## config.mk

```make
export PLATFORM = sky130hd
export DESIGN_NAME = msg_assembler
export DESIGN_NICKNAME = d
export VERILOG_FILES = /design/src/rtl/msg_assembler.sv
export SDC_FILE = /design/constraint.sdc
export NUM_CORES = 1
export LEC_CHECK = 0
export CAP_MARGIN = 20
export CORE_ASPECT_RATIO = 0.7
export CORE_MARGIN = 2
export CORE_UTILIZATION = 49
export CTS_CLUSTER_SIZE = 12
export DETAILED_ROUTE_END_ITERATION = 10
export HOLD_SLACK_MARGIN = 0.02
export PLACE_DENSITY = 0.76
export SYNTH_ARGS = -nofsm -noshare
export SYNTH_HDL_FRONTEND = slang
export SYNTH_SLANG_ARGS = --single-unit
```

## constraint.sdc

```tcl
create_clock -name clk -period 2.3 [get_ports clk]
set_input_delay 0.46 -clock clk [delete_from_list [all_inputs] [get_ports clk]]
set_output_delay 0.46 -clock clk [all_outputs]
set_load 0.05 [all_outputs]
```

## src/rtl/msg_assembler.sv

```systemverilog
// Byte-stream frame assembler: finds SYNC_BYTE, collects a 21-byte payload, checks the XOR checksum,
// and publishes good payloads on msg. Good and bad frames are counted, and both counters saturate.
module msg_assembler #(
    parameter logic [7:0] SYNC_BYTE = 8'hA5,
    parameter int         TIMEOUT   = 1000
) (
    input  logic         clk,
    input  logic         rst,
    input  logic [7:0]   rx_data,
    input  logic         rx_valid,
    output logic         rx_ready,
    output logic [167:0] msg,
    output logic         msg_valid,
    output logic [15:0]  frames_ok,
    output logic [15:0]  frames_bad
);
    // state   | meaning
    // IDLE    | hunting for SYNC_BYTE, other bytes dropped
    // PAYLOAD | collecting the 21 payload bytes
    // CHECK   | waiting for the checksum byte
    // DONE    | one-cycle publish slot, rx_ready held low
    localparam logic [1:0] IDLE    = 2'd0;
    localparam logic [1:0] PAYLOAD = 2'd1;
    localparam logic [1:0] CHECK   = 2'd2;
    localparam logic [1:0] DONE    = 2'd3;

    localparam int              TW        = (TIMEOUT > 1) ? $clog2(TIMEOUT) : 1;
    localparam logic [TW-1:0]   IDLE_LOAD = TW'(TIMEOUT - 1);
    localparam logic [4:0]      LAST_BYTE = 5'd20;

    logic [1:0]    state;
    logic [4:0]    byte_cnt;
    logic [7:0]    csum;
    logic [167:0]  shadow;
    logic [TW-1:0] idle_cnt;
    logic          accept;
    logic          timeout_hit;

    assign accept      = rx_valid && rx_ready;
    // Down-counter reaches zero after TIMEOUT-1 idle cycles, so the next idle cycle is the TIMEOUT-th.
    assign timeout_hit = !accept && (idle_cnt == '0);

    always_ff @(posedge clk) begin
        if (rst) begin
            state      <= IDLE;
            byte_cnt   <= '0;
            csum       <= '0;
            shadow     <= '0;
            idle_cnt   <= '0;
            msg        <= '0;
            msg_valid  <= 1'b0;
            rx_ready   <= 1'b1;
            frames_ok  <= '0;
            frames_bad <= '0;
        end else begin
            msg_valid <= 1'b0;
            rx_ready  <= 1'b1;
            case (state)
                IDLE: begin
                    if (accept && rx_data == SYNC_BYTE) begin
                        state    <= PAYLOAD;
                        byte_cnt <= '0;
                        csum     <= '0;
                        idle_cnt <= IDLE_LOAD;
                    end
                end
                PAYLOAD: begin
                    if (accept) begin
                        // Shift in from the top so byte 0 ends up in [7:0] after 21 bytes.
                        shadow   <= {rx_data, shadow[167:8]};
                        csum     <= csum ^ rx_data;
                        idle_cnt <= IDLE_LOAD;
                        byte_cnt <= byte_cnt + 5'd1;
                        if (byte_cnt == LAST_BYTE) begin
                            state <= CHECK;
                        end
                    end else if (timeout_hit) begin
                        state <= IDLE;
                        if (frames_bad != 16'hFFFF) frames_bad <= frames_bad + 16'd1;
                    end else begin
                        idle_cnt <= idle_cnt - 1'b1;
                    end
                end
                CHECK: begin
                    if (accept) begin
                        if (rx_data == csum) begin
                            msg       <= shadow;
                            msg_valid <= 1'b1;
                            rx_ready  <= 1'b0;
                            state     <= DONE;
                            if (frames_ok != 16'hFFFF) frames_ok <= frames_ok + 16'd1;
                        end else begin
                            state <= IDLE;
                            if (frames_bad != 16'hFFFF) frames_bad <= frames_bad + 16'd1;
                        end
                    end else if (timeout_hit) begin
                        state <= IDLE;
                        if (frames_bad != 16'hFFFF) frames_bad <= frames_bad + 16'd1;
                    end else begin
                        idle_cnt <= idle_cnt - 1'b1;
                    end
                end
                DONE: begin
                    state <= IDLE;
                end
                default: begin
                    state <= IDLE;
                end
            endcase
        end
    end
endmodule

```

Yosys cells after proc, flatten, opt, wreduce, memory -nomap -nowiden

Index checks and enable logic that the tools add are counted.

Bits in registers: 395
Output and inout bits: 202
Logic and storage cells: 74

Equality and inequality tests: 14
Reductions and logical operators: 17
Mux-type cells: 26
Add/subtract/negate cells: 4
Bitwise logic cells: 3

Operator list:

| cell                                                                 | count |
|---|---|
| 16-bit two-way mux                                                   | 5 |
| 10-bit two-way mux                                                   | 4 |
| 16-bit by 1-bit adder with 16-bit output, second input constant      | 2 |
| 16-bit != test, second input constant                                | 2 |
| 16-bit case mux with 2 select lines                                  | 1 |
| 10-bit case mux with 3 select lines                                  | 1 |
| 8-bit two-way mux                                                    | 2 |
| 8-bit case mux with 2 select lines                                   | 1 |
| 2-bit two-way mux                                                    | 6 |
| 3-bit AND reduction                                                  | 4 |
| 10-bit zero test                                                     | 1 |
| 5-bit two-way mux                                                    | 2 |
| 5-bit case mux with 2 select lines                                   | 1 |
| 10-bit by 1-bit subtractor with 10-bit output, second input constant | 1 |
| 8-bit equality test                                                  | 1 |
| 8-bit equality test, second input constant                           | 1 |
| 2-bit != test, second input constant                                 | 4 |
| 2-bit case mux with 4 select lines                                   | 1 |
| 8-bit bitwise XOR                                                    | 1 |
| 3-bit != test, second input constant                                 | 2 |
| 5-bit by 1-bit adder with 5-bit output, second input constant        | 1 |
| 5-bit equality test, second input constant                           | 1 |
| 2-bit equality test, second input constant                           | 2 |
| 2-bit AND reduction                                                  | 2 |
| other kinds (10)                                                     | 15 |

Longest topological paths before layout

Gate-level depths: netlist of run 1.

Depth after elaboration: 6
Mapped depth: 10

Least setup slack after synthesis of run 1

Ideal clock, no wire load.

Path kind: reg2reg
Start point: reg rx_ready
End point: reg frames_ok[5]
Period minus slack after synthesis: 2.499 ns
Library setup time: 0.132 ns
Setup slack: -0.199 ns
Path buffers: 3
Cell stages (with the launch flop): 9
Data required time: 2.168 ns
Arrival time: 2.367 ns
Cell sequence: dfxtp_1 > buf_2 > nand3_1 > or2_2 > or4_1 > buf_2 > clkbuf_1 > o31ai_1 > a21oi_1

Cells in the longest elaborated chain, start to end: 2

RTL lines:

| item                          | RTL line | text |
|---|---|---|
| from (decl)                   | 11       | `output logic rx_ready,` |
| from (signal assigned)        | 52       | `rx_ready <= 1'b1;` |
| from (signal assigned)        | 57       | `rx_ready <= 1'b1;` |
| from (signal assigned)        | 89       | `rx_ready <= 1'b0;` |
| 1-bit logical AND             | 39       | `assign accept = rx_valid && rx_ready;` |
| 4-bit AND reduction (no line) | -        |  |
| to (signal assigned)          | 91       | `if (frames_ok != 16'hFFFF) frames_ok <= frames_ok + 16'd1;` |
| to (decl)                     | 14       | `output logic [15:0] frames_ok,` |

Every way passes these cells.
A chain may end at the register's enable or synchronous reset.

Worst setup path after layout of run 1

Start point: reg idle_cnt[1]
End point: reg frames_bad[15]

Cells in the longest elaborated chain, start to end: 5

RTL lines:

| item                                    | RTL line | text |
|---|---|---|
| from (decl)                             | 35       | `logic [TW-1:0] idle_cnt;` |
| from (signal assigned)                  | 81       | `idle_cnt <= idle_cnt - 1'b1;` |
| from (signal assigned)                  | 100      | `idle_cnt <= idle_cnt - 1'b1;` |
| 10-bit zero test (*)                    | 41       | `assign timeout_hit = !accept && (idle_cnt == '0);` |
| 1-bit logical AND (*)                   | 41       |  |
| 16-bit two-way mux (*)                  | -        |  |
| 16-bit two-way mux (on tied branches)   | -        |  |
| 16-bit case mux with 2 select lines (*) | -        |  |
| to (signal assigned)                    | 79       | `if (frames_bad != 16'hFFFF) frames_bad <= frames_bad + 16'd1;` |
| to (signal assigned)                    | 94       | `if (frames_bad != 16'hFFFF) frames_bad <= frames_bad + 16'd1;` |
| to (signal assigned)                    | 98       | `if (frames_bad != 16'hFFFF) frames_bad <= frames_bad + 16'd1;` |
| to (decl)                               | 15       | `output logic [15:0] frames_bad` |

Mark *: on every way between the ends. The rest lies on a longest branch, timed or not. The select of a mux whose other input is x is not followed.

==> impl_metrics.xml, run 1 <==
<?xml version="1.0" encoding="UTF-8"?>
<metrics>
  <group name="critical_path">
    <metric name="cpPeakStageDelay" unit="ns">0.51</metric>
    <metric name="path_max_fanout" unit="">4</metric>
    <metric name="timing.setup.critical_path_class" unit="">register to register</metric>
    <metric name="crit_path_end_kind" unit="">register</metric>
    <metric name="critPathSlowestCell" unit="">or4_4</metric>
    <metric name="crit_path_start_kind" unit="">register</metric>
    <metric name="crit_chain" unit="">inv_2 &gt; ha_4 &gt; or4b_4 &gt; o41ai_4 &gt; buf_4 &gt; nand2_4 &gt; or4_4 &gt; a221oi_2</metric>
    <metric name="crit_required" unit="ns">2.74</metric>
    <metric name="data_arrival_time_of_the_critical_path" unit="ns">2.75</metric>
  </group>
  <group name="pwr">
    <metric name="power_density" unit="mW/mm^2">712</metric>
    <metric name="p_leak" unit="nW">6.54</metric>
    <metric name="total_power" unit="mW">13.7</metric>
    <metric name="ir_worst_vdd" unit="V">0.000448</metric>
  </group>
  <group name="clocking">
    <metric name="h-tree-depth" unit="">2</metric>
    <metric name="ctsLongestPathBuffers" unit="">3</metric>
    <metric name="clock_insertion_delay_worst_skew" unit="ns">0.53</metric>
    <metric name="hold_buffer_count_at_cts" unit="">0</metric>
    <metric name="cts_tree" unit="">built</metric>
    <metric name="root_buffer" unit="">clkbuf_16</metric>
    <metric name="path_clk_slew" unit="ns">0.06</metric>
    <metric name="tritoncts_buffers" unit="">40</metric>
    <metric name="cts.sinks" unit="">395</metric>
  </group>
  <group name="floorplan">
    <metric name="die_area" unit="sq mm">0.0314</metric>
    <metric name="die-height" unit="microns">149</metric>
    <metric name="floorplan.die.width" unit="microns">211</metric>
    <metric name="placeableCoreArea" unit="sq mm">0.0298</metric>
    <metric name="initial_core_util" unit="%">49.4</metric>
    <metric name="num_rows" unit="">53</metric>
    <metric name="design.portCount" unit="">213</metric>
  </group>
  <group name="sta">
    <metric name="layout_setup_ws" unit="ns">-0.00743</metric>
    <metric name="rsz0062_at_grt" unit="">true</metric>
    <metric name="worst_pin_slew" unit="ns">0.797</metric>
    <metric name="slew_headroom" unit="%">46.8</metric>
    <metric name="final-hold-violation-count" unit="">0</metric>
    <metric name="hold-worst-slack" unit="ns">0.421</metric>
    <metric name="report.final.setup_viol" unit="">1</metric>
    <metric name="fin_worst_skew" unit="ns">0.0115</metric>
    <metric name="final_min_period_over_clock_period" unit="%">100</metric>
    <metric name="timing.fmax" unit="MHz">433</metric>
    <metric name="finalMaxSlewViolations" unit="">0</metric>
    <metric name="clock_period_minus_final_worst_setup_slack" unit="ns">2.31</metric>
  </group>
  <group name="detailed_routing">
    <metric name="drt_drc_violations_left" unit="">0</metric>
    <metric name="drt-wirelength-per-cell" unit="microns">16.0</metric>
    <metric name="detailedRoute.firstPassIterationCount" unit="">5</metric>
    <metric name="drt_wl_total" unit="microns">39900</metric>
    <metric name="via_count" unit="">13577</metric>
    <metric name="avgViaCountPerCell" unit="">5.44</metric>
    <metric name="ant_nets" unit="">0</metric>
    <metric name="drt_iter0_markers" unit="">1083</metric>
  </group>
  <group name="placed_design">
    <metric name="numPortBuffers" unit="">212</metric>
    <metric name="detailed_place_hpwl" unit="microns">25700</metric>
    <metric name="routability_congestion_estimate" unit="">0.834</metric>
    <metric name="post-place-ws" unit="ns">-0.703</metric>
  </group>
  <group name="synthesis">
    <metric name="synth_nets" unit="">1896</metric>
    <metric name="synth.ff_latch_count" unit="">395</metric>
    <metric name="synth_area" unit="sq mm">0.0147</metric>
    <metric name="synthDominantCellAreaShare" unit="%">53.8</metric>
    <metric name="postSynthCellCount" unit="">1875</metric>
    <metric name="mean_cell_area_of_the_mapped_netlist" unit="sq um">7.84</metric>
    <metric name="synth_warnings" unit="">0</metric>
    <metric name="netlist-cell-type-count" unit="">47</metric>
    <metric name="yosysSeqAreaShare" unit="%">53.8</metric>
    <metric name="synth_top_cells_by_area" unit="">dfxtp_1, nand2_1, a21oi_1</metric>
    <metric name="synth_top_cell_by_area" unit="">dfxtp_1</metric>
  </group>
  <group name="layout">
    <metric name="final_nets" unit="">2116</metric>
    <metric name="layout-area-overhead-vs-synth" unit="%">30.6</metric>
    <metric name="layout.cells.most_common" unit="">nand2_1</metric>
    <metric name="drive_above_1_share" unit="%">10.5</metric>
    <metric name="layout.core_utilization" unit="%">64.5</metric>
    <metric name="fillCellCount" unit="">2432</metric>
    <metric name="insertedDiodeCount" unit="">0</metric>
    <metric name="final_cell_mix" unit="">nand2_1, dfxtp_1, a21oi_1</metric>
  </group>
  <group name="grt">
    <metric name="grt_max_degree" unit="">119</metric>
    <metric name="grt_remaining_overflow" unit="">0</metric>
    <metric name="grt_use_total" unit="%">24.6</metric>
    <metric name="wire_length_of_the_first_global_routing_pass" unit="microns">63700</metric>
    <metric name="grt_pass1_vias" unit="">12602</metric>
    <metric name="antenna_found_initial" unit="">0</metric>
  </group>
  <group name="run_status">
    <metric name="violations" unit="">negative setup slack</metric>
    <metric name="outcome" unit="">complete, but fails checks</metric>
  </group>
  <group name="flow_run">
    <metric name="max_cap_viols" unit="">0</metric>
  </group>
  <group name="hold_path">
    <metric name="min_path_type" unit="">input pin to register</metric>
  </group>
</metrics>
-- cells by family after synthesis --
group / Yosys count / synth area share, %
multiplexers: 7 / 0.519
buffers and inverters: 147 / 3.80
XOR/XNOR: 22 / 1.31
AO/OA/AOI/OAI: 425 / 15.3
adder cells (fa/ha/maj): 10 / 0.851
flip-flops: 395 / 53.8
AND/OR/NAND/NOR: 869 / 24.5
-- registers in the layout, indices dropped and copies added (netlist names) --
register and flops:
shadow 168, idle_cnt 10, msg_valid 1, frames_ok 16
msg 168, state 2, byte_cnt 5, rx_ready 1
frames_bad 16, csum 8
-- what timing repair did --
| item | CTS | global route |
|---|---|---|
| setup endpoints to repair | 23 | 61 |
| buffers inserted | 5 | 4 |
| pin swaps | 16 | 13 |
| resized for setup | 26 | 57 |
| gates cloned | 0 | 1 |
-- routing by layer --
metal	vias to the layer above	global-route usage (%)	wire (microns)	part of all wire, %
met1	6479	35.1	18500	46
met5	-	0	0	0
met4	0	6.09	761	1.9
met3	68	4.84	2770	6.9
met2	399	38.4	17900	45
li1	6631	-	-	-
-- cell usage after synthesis (all sizes together) --
master,number
nor3b,2
a221oi,1
a21boi,1
a31oi,2
or3,19
mux2,5
and2,3
o31ai,5
nor2,40
or4bb,2
clkbuf,124
xor2,21
nand3,29
o32ai,2
or4,13
a211o,1
nand2b,4
buf,11
xnor2,1
or2,4
o41a,1
and4,1
nor3,12
o41ai,4
o21ai,27
dfxtp,395
and4b,1
o21ba,1
nor2b,9
nor4,7
a311oi,5
ha,10
nand2,693
a21o,1
and3,9
a31o,2
nand4,20
inv,12
mux2i,2
a21oi,372
or4b,1
-- area by class of cell --
cell class              instances  area (sq um)  area share (%)
clock buffers                  53          1110            5.79
clock inverters                 5          36.3           0.189
well taps                     385           482            2.51
inverters                      12          45.0           0.235
repair buffers                313          3140            16.4
multi-input cells            1333          6450            33.6
flip-flops and latches        395          7930            41.3
-- where the power goes --
| group | switching, mW | internal [mW] |
|---|---|---|
| clock network | 2.56 | 3.36 |
| registers | 0.0327 | 6.87 |
| logic | 0.535 | 0.313 |
| total | 3.13 | 10.5 |
-- path summary, 6_finish.rpt --
kind                             from                     endpoint  slack (ns)  cells past startpoint
max          idle_cnt[1]$_SDFFE_PP0P_  frames_bad[15]$_SDFFE_PP0P_      -0.007                      8
min                        rx_data[1]     shadow[161]$_SDFFE_PP0P_        0.42                      3
max reg2reg  idle_cnt[1]$_SDFFE_PP0P_  frames_bad[15]$_SDFFE_PP0P_      -0.007                      8
min reg2reg     msg[160]$_SDFFE_PP0P_        msg[160]$_SDFFE_PP0P_        0.45                      2
-- through the flow --
step	TNS, ns	std cells	area, sq um
after global placement	-48.14	2429	17800
after detailed placement	-51.41	2429	17800
final	-0.00743	2496	19200
after CTS	-0.585	2492	19000
after global routing	-0.508	2496	19200
after floorplan	-0.0889	1875	14700
-- worst max-delay path, delay by kind of cell, from the launching register on --
family,cells,cell delay (ns)
compound gates,2,0.47
fa+ha+maj,1,0.12
buf+inv,2,0.26
flops,1,0.33
simple gates,3,1.04
Note: power is estimated with default switching activity, not from simulation.
==> run 2: changes to the inputs <==
--- a/config.mk
+++ b/config.mk
@@ -11,6 +11,7 @@
 export CORE_UTILIZATION = 49
 export CTS_CLUSTER_SIZE = 12
 export DETAILED_ROUTE_END_ITERATION = 10
+export GPL_ROUTABILITY_DRIVEN = 0
 export HOLD_SLACK_MARGIN = 0.02
 export PLACE_DENSITY = 0.76
 export SYNTH_ARGS = -nofsm -noshare
==> results of run 2 <==
No change in the layout: final DEF, timing and power equal those of run 1.
==> run 3: changes to the inputs <==
--- a/config.mk
+++ b/config.mk
@@ -6,14 +6,16 @@
 export NUM_CORES = 1
 export LEC_CHECK = 0
 export CAP_MARGIN = 20
+export CELL_PAD_IN_SITES_DETAIL_PLACEMENT = 0
+export CELL_PAD_IN_SITES_GLOBAL_PLACEMENT = 1
 export CORE_ASPECT_RATIO = 0.7
 export CORE_MARGIN = 2
-export CORE_UTILIZATION = 49
+export CORE_UTILIZATION = 36
 export CTS_CLUSTER_SIZE = 12
 export DETAILED_ROUTE_END_ITERATION = 10
 export GPL_ROUTABILITY_DRIVEN = 0
 export HOLD_SLACK_MARGIN = 0.02
-export PLACE_DENSITY = 0.76
+export PLACE_DENSITY_LB_ADDON = 0.1
 export SYNTH_ARGS = -nofsm -noshare
 export SYNTH_HDL_FRONTEND = slang
 export SYNTH_SLANG_ARGS = --single-unit
==> impl_metrics.xml, run 3 (synthesis results as in run 1) <==
<?xml version="1.0" encoding="UTF-8"?>
<metrics>
  <group name="run_status">
    <metric name="outcome" unit="">complete, but fails checks</metric>
    <metric name="violations" unit="">negative setup slack</metric>
  </group>
  <group name="layout">
    <metric name="layout.cells.most_common" unit="">nand2_1</metric>
    <metric name="insertedDiodeCount" unit="">0</metric>
    <metric name="fillCellCount" unit="">4077</metric>
    <metric name="final_nets" unit="">2108</metric>
    <metric name="biggestRegsByFlops" unit="">msg (168), shadow (168)</metric>
    <metric name="layout.cells.non_filler" unit="">2647</metric>
    <metric name="layout.core_utilization" unit="%">48.5</metric>
    <metric name="final_cell_mix" unit="">nand2_1, dfxtp_1, a21oi_1</metric>
    <metric name="drive_above_1_share" unit="%">9.75</metric>
    <metric name="layout-area-overhead-vs-synth" unit="%">31.7</metric>
    <metric name="post_route_cell_area" unit="sq mm">0.0194</metric>
  </group>
  <group name="floorplan">
    <metric name="die_area" unit="sq mm">0.0425</metric>
    <metric name="placeableCoreArea" unit="sq mm">0.0400</metric>
    <metric name="die-height" unit="microns">173</metric>
    <metric name="design.portCount" unit="">213</metric>
    <metric name="initial_core_util" unit="%">36.8</metric>
    <metric name="num_rows" unit="">61</metric>
    <metric name="floorplan.die.width" unit="microns">246</metric>
  </group>
  <group name="critical_path">
    <metric name="crit_path_start" unit="">csum[1]$_SDFFE_PP0P_</metric>
    <metric name="terminus_of_the_critical_flop_to_flop_path" unit="">frames_ok[5]$_SDFFE_PP0P_</metric>
    <metric name="crit_path_end_kind" unit="">register</metric>
    <metric name="crit_path_start_kind" unit="">register</metric>
    <metric name="critical_path.most_common_cell" unit="">or4_4</metric>
    <metric name="path_delay_family" unit="">simple AND/OR/NAND/NOR gates</metric>
    <metric name="crit_chain" unit="">xor2_2 &gt; or4_4 &gt; or4_4 &gt; buf_6 &gt; or4_1 &gt; a21oi_1</metric>
    <metric name="critPathSlowestCell" unit="">or4_4</metric>
    <metric name="cp.depth" unit="">6</metric>
    <metric name="crit_required" unit="ns">2.76</metric>
    <metric name="data_arrival_time_of_the_critical_path" unit="ns">2.83</metric>
    <metric name="critical_path_buf_inv_count" unit="">1</metric>
    <metric name="setup.worst_path.end" unit="">frames_ok[5]$_SDFFE_PP0P_</metric>
    <metric name="timing.setup.critical_path_class" unit="">register to register</metric>
    <metric name="worst-r2r-cell-count" unit="">6</metric>
    <metric name="cpPeakStageDelay" unit="ns">0.57</metric>
    <metric name="r2r_setup_slack" unit="ns">-0.07</metric>
    <metric name="r2r-start" unit="">csum[1]$_SDFFE_PP0P_</metric>
    <metric name="path_max_fanout" unit="">5</metric>
  </group>
  <group name="sta">
    <metric name="finalSetupTns" unit="ns">-0.196</metric>
    <metric name="slew_headroom" unit="%">46.5</metric>
    <metric name="final-hold-violation-count" unit="">0</metric>
    <metric name="finalMaxSlewViolations" unit="">0</metric>
    <metric name="layout_setup_ws" unit="ns">-0.0741</metric>
    <metric name="fin_worst_skew" unit="ns">0.0111</metric>
    <metric name="timing.fmax" unit="MHz">421</metric>
    <metric name="clock_period_minus_final_worst_setup_slack" unit="ns">2.37</metric>
    <metric name="hold-worst-slack" unit="ns">0.288</metric>
    <metric name="rsz0062_at_grt" unit="">true</metric>
    <metric name="worst_pin_slew" unit="ns">0.802</metric>
    <metric name="final_min_period_over_clock_period" unit="%">103</metric>
    <metric name="report.final.setup_viol" unit="">6</metric>
  </group>
  <group name="detailed_routing">
    <metric name="drt_iter0_markers" unit="">734</metric>
    <metric name="ant_nets" unit="">0</metric>
    <metric name="drt_drc_violations_left" unit="">0</metric>
    <metric name="via_count" unit="">13105</metric>
    <metric name="avgViaCountPerCell" unit="">4.95</metric>
    <metric name="detailedRoute.firstPassIterationCount" unit="">5</metric>
    <metric name="drt_wl_total" unit="microns">43100</metric>
    <metric name="drt-wirelength-per-cell" unit="microns">16.3</metric>
  </group>
  <group name="clocking">
    <metric name="cts.sinks" unit="">395</metric>
    <metric name="path_clk_slew" unit="ns">0.06</metric>
    <metric name="h-tree-depth" unit="">2</metric>
    <metric name="hold_buffer_count_at_cts" unit="">0</metric>
    <metric name="cts_tree" unit="">built</metric>
    <metric name="tritoncts_buffers" unit="">41</metric>
    <metric name="ctsLongestPathBuffers" unit="">3</metric>
    <metric name="clock_insertion_delay_worst_skew" unit="ns">0.54</metric>
    <metric name="root_buffer" unit="">clkbuf_16</metric>
  </group>
  <group name="pwr">
    <metric name="p_leak" unit="nW">6.49</metric>
    <metric name="ir_worst_vdd" unit="V">0.000446</metric>
    <metric name="total_power" unit="mW">14.1</metric>
    <metric name="power_density" unit="mW/mm^2">727</metric>
  </group>
  <group name="grt">
    <metric name="grt_max_degree" unit="">112</metric>
    <metric name="wire_length_of_the_first_global_routing_pass" unit="microns">69100</metric>
    <metric name="grt_use_total" unit="%">19.9</metric>
    <metric name="grt_pass1_vias" unit="">12534</metric>
    <metric name="antenna_found_initial" unit="">1</metric>
    <metric name="grt_remaining_overflow" unit="">0</metric>
  </group>
  <group name="hold_path">
    <metric name="min_path_type" unit="">input pin to register</metric>
  </group>
  <group name="placed_design">
    <metric name="dpl-instance-area" unit="sq mm">0.0180</metric>
    <metric name="detailed_place_hpwl" unit="microns">28400</metric>
    <metric name="numPortBuffers" unit="">212</metric>
    <metric name="placed_cells" unit="">2573</metric>
    <metric name="post-place-ws" unit="ns">-0.701</metric>
  </group>
  <group name="flow_run">
    <metric name="max_cap_viols" unit="">0</metric>
  </group>
</metrics>
## run 3: cell types whose count changed in the layout (fill, tap and decap cells not counted), moves of 5 or more
cell,before,now
clkbuf_8,2,8
buf_12,17,22
dlygate4sd2_1,6,14
buf_4,78,65
clkbuf_1,9,15
dlymetal6s2s_1,13,7
## run 3: per-layer routing
layer,routed length (microns),track usage (%),up-vias,part of all wire (%)
met2,18900,30.3,227,44
met4,542,3.74,0,1.3
met3,2050,4.11,44,4.8
met1,21600,28.9,6211,50
met5,0,0,-,0
li1,-,-,6623,-
## run 3: how the worst min path moves through the flow
stage,start,endpoint,slack [ns],cells after the start
after CTS,rx_data[6],shadow[166]$_SDFFE_PP0P_,0.35,3
final,rx_data[3],shadow[163]$_SDFFE_PP0P_,0.29,3
after floorplan,idle_cnt[8]$_SDFFE_PP0P_,idle_cnt[8]$_SDFFE_PP0P_,0.43,2
after global placement,msg[112]$_SDFFE_PP0P_,msg[112]$_SDFFE_PP0P_,0.44,2
after detailed placement,msg[125]$_SDFFE_PP0P_,msg[125]$_SDFFE_PP0P_,0.44,2
after global routing,rx_data[3],shadow[163]$_SDFFE_PP0P_,0.33,3
## run 3: worst register-to-register path, cell delays in order, from the launching register on
cell	delay, ns
dfxtp_2	0.34
xor2_2	0.15
or4_4	0.57
or4_4	0.57
buf_6	0.15
or4_1	0.39
a21oi_1	0.12
## run 3: area by class of cell
| class | count | area (sq um) | share of cell area [%] |
|---|---|---|---|
| Clock inverter | 3 | 26.3 | 0.136 |
| Sequential cell | 395 | 7930 | 40.9 |
| Multi-Input combinational cell | 1333 | 6390 | 33.0 |
| Timing Repair Buffer | 304 | 3110 | 16.0 |
| Clock buffer | 65 | 1220 | 6.28 |
| Inverter | 12 | 45.0 | 0.232 |
| Tap cell | 535 | 669 | 3.45 |
## run 3: where the power goes
group          switching [mW]  internal [mW]
registers              0.0304           6.87
clock network            2.71           3.61
logic                   0.541          0.318
## run 3: what timing repair did
item	4_1_cts	5_1_grt
hold endpoints to repair	0	0
pin swaps	17	12
resized for setup	32	31
gates cloned	2	0
setup endpoints to repair	39	62
setup buffers	2	2
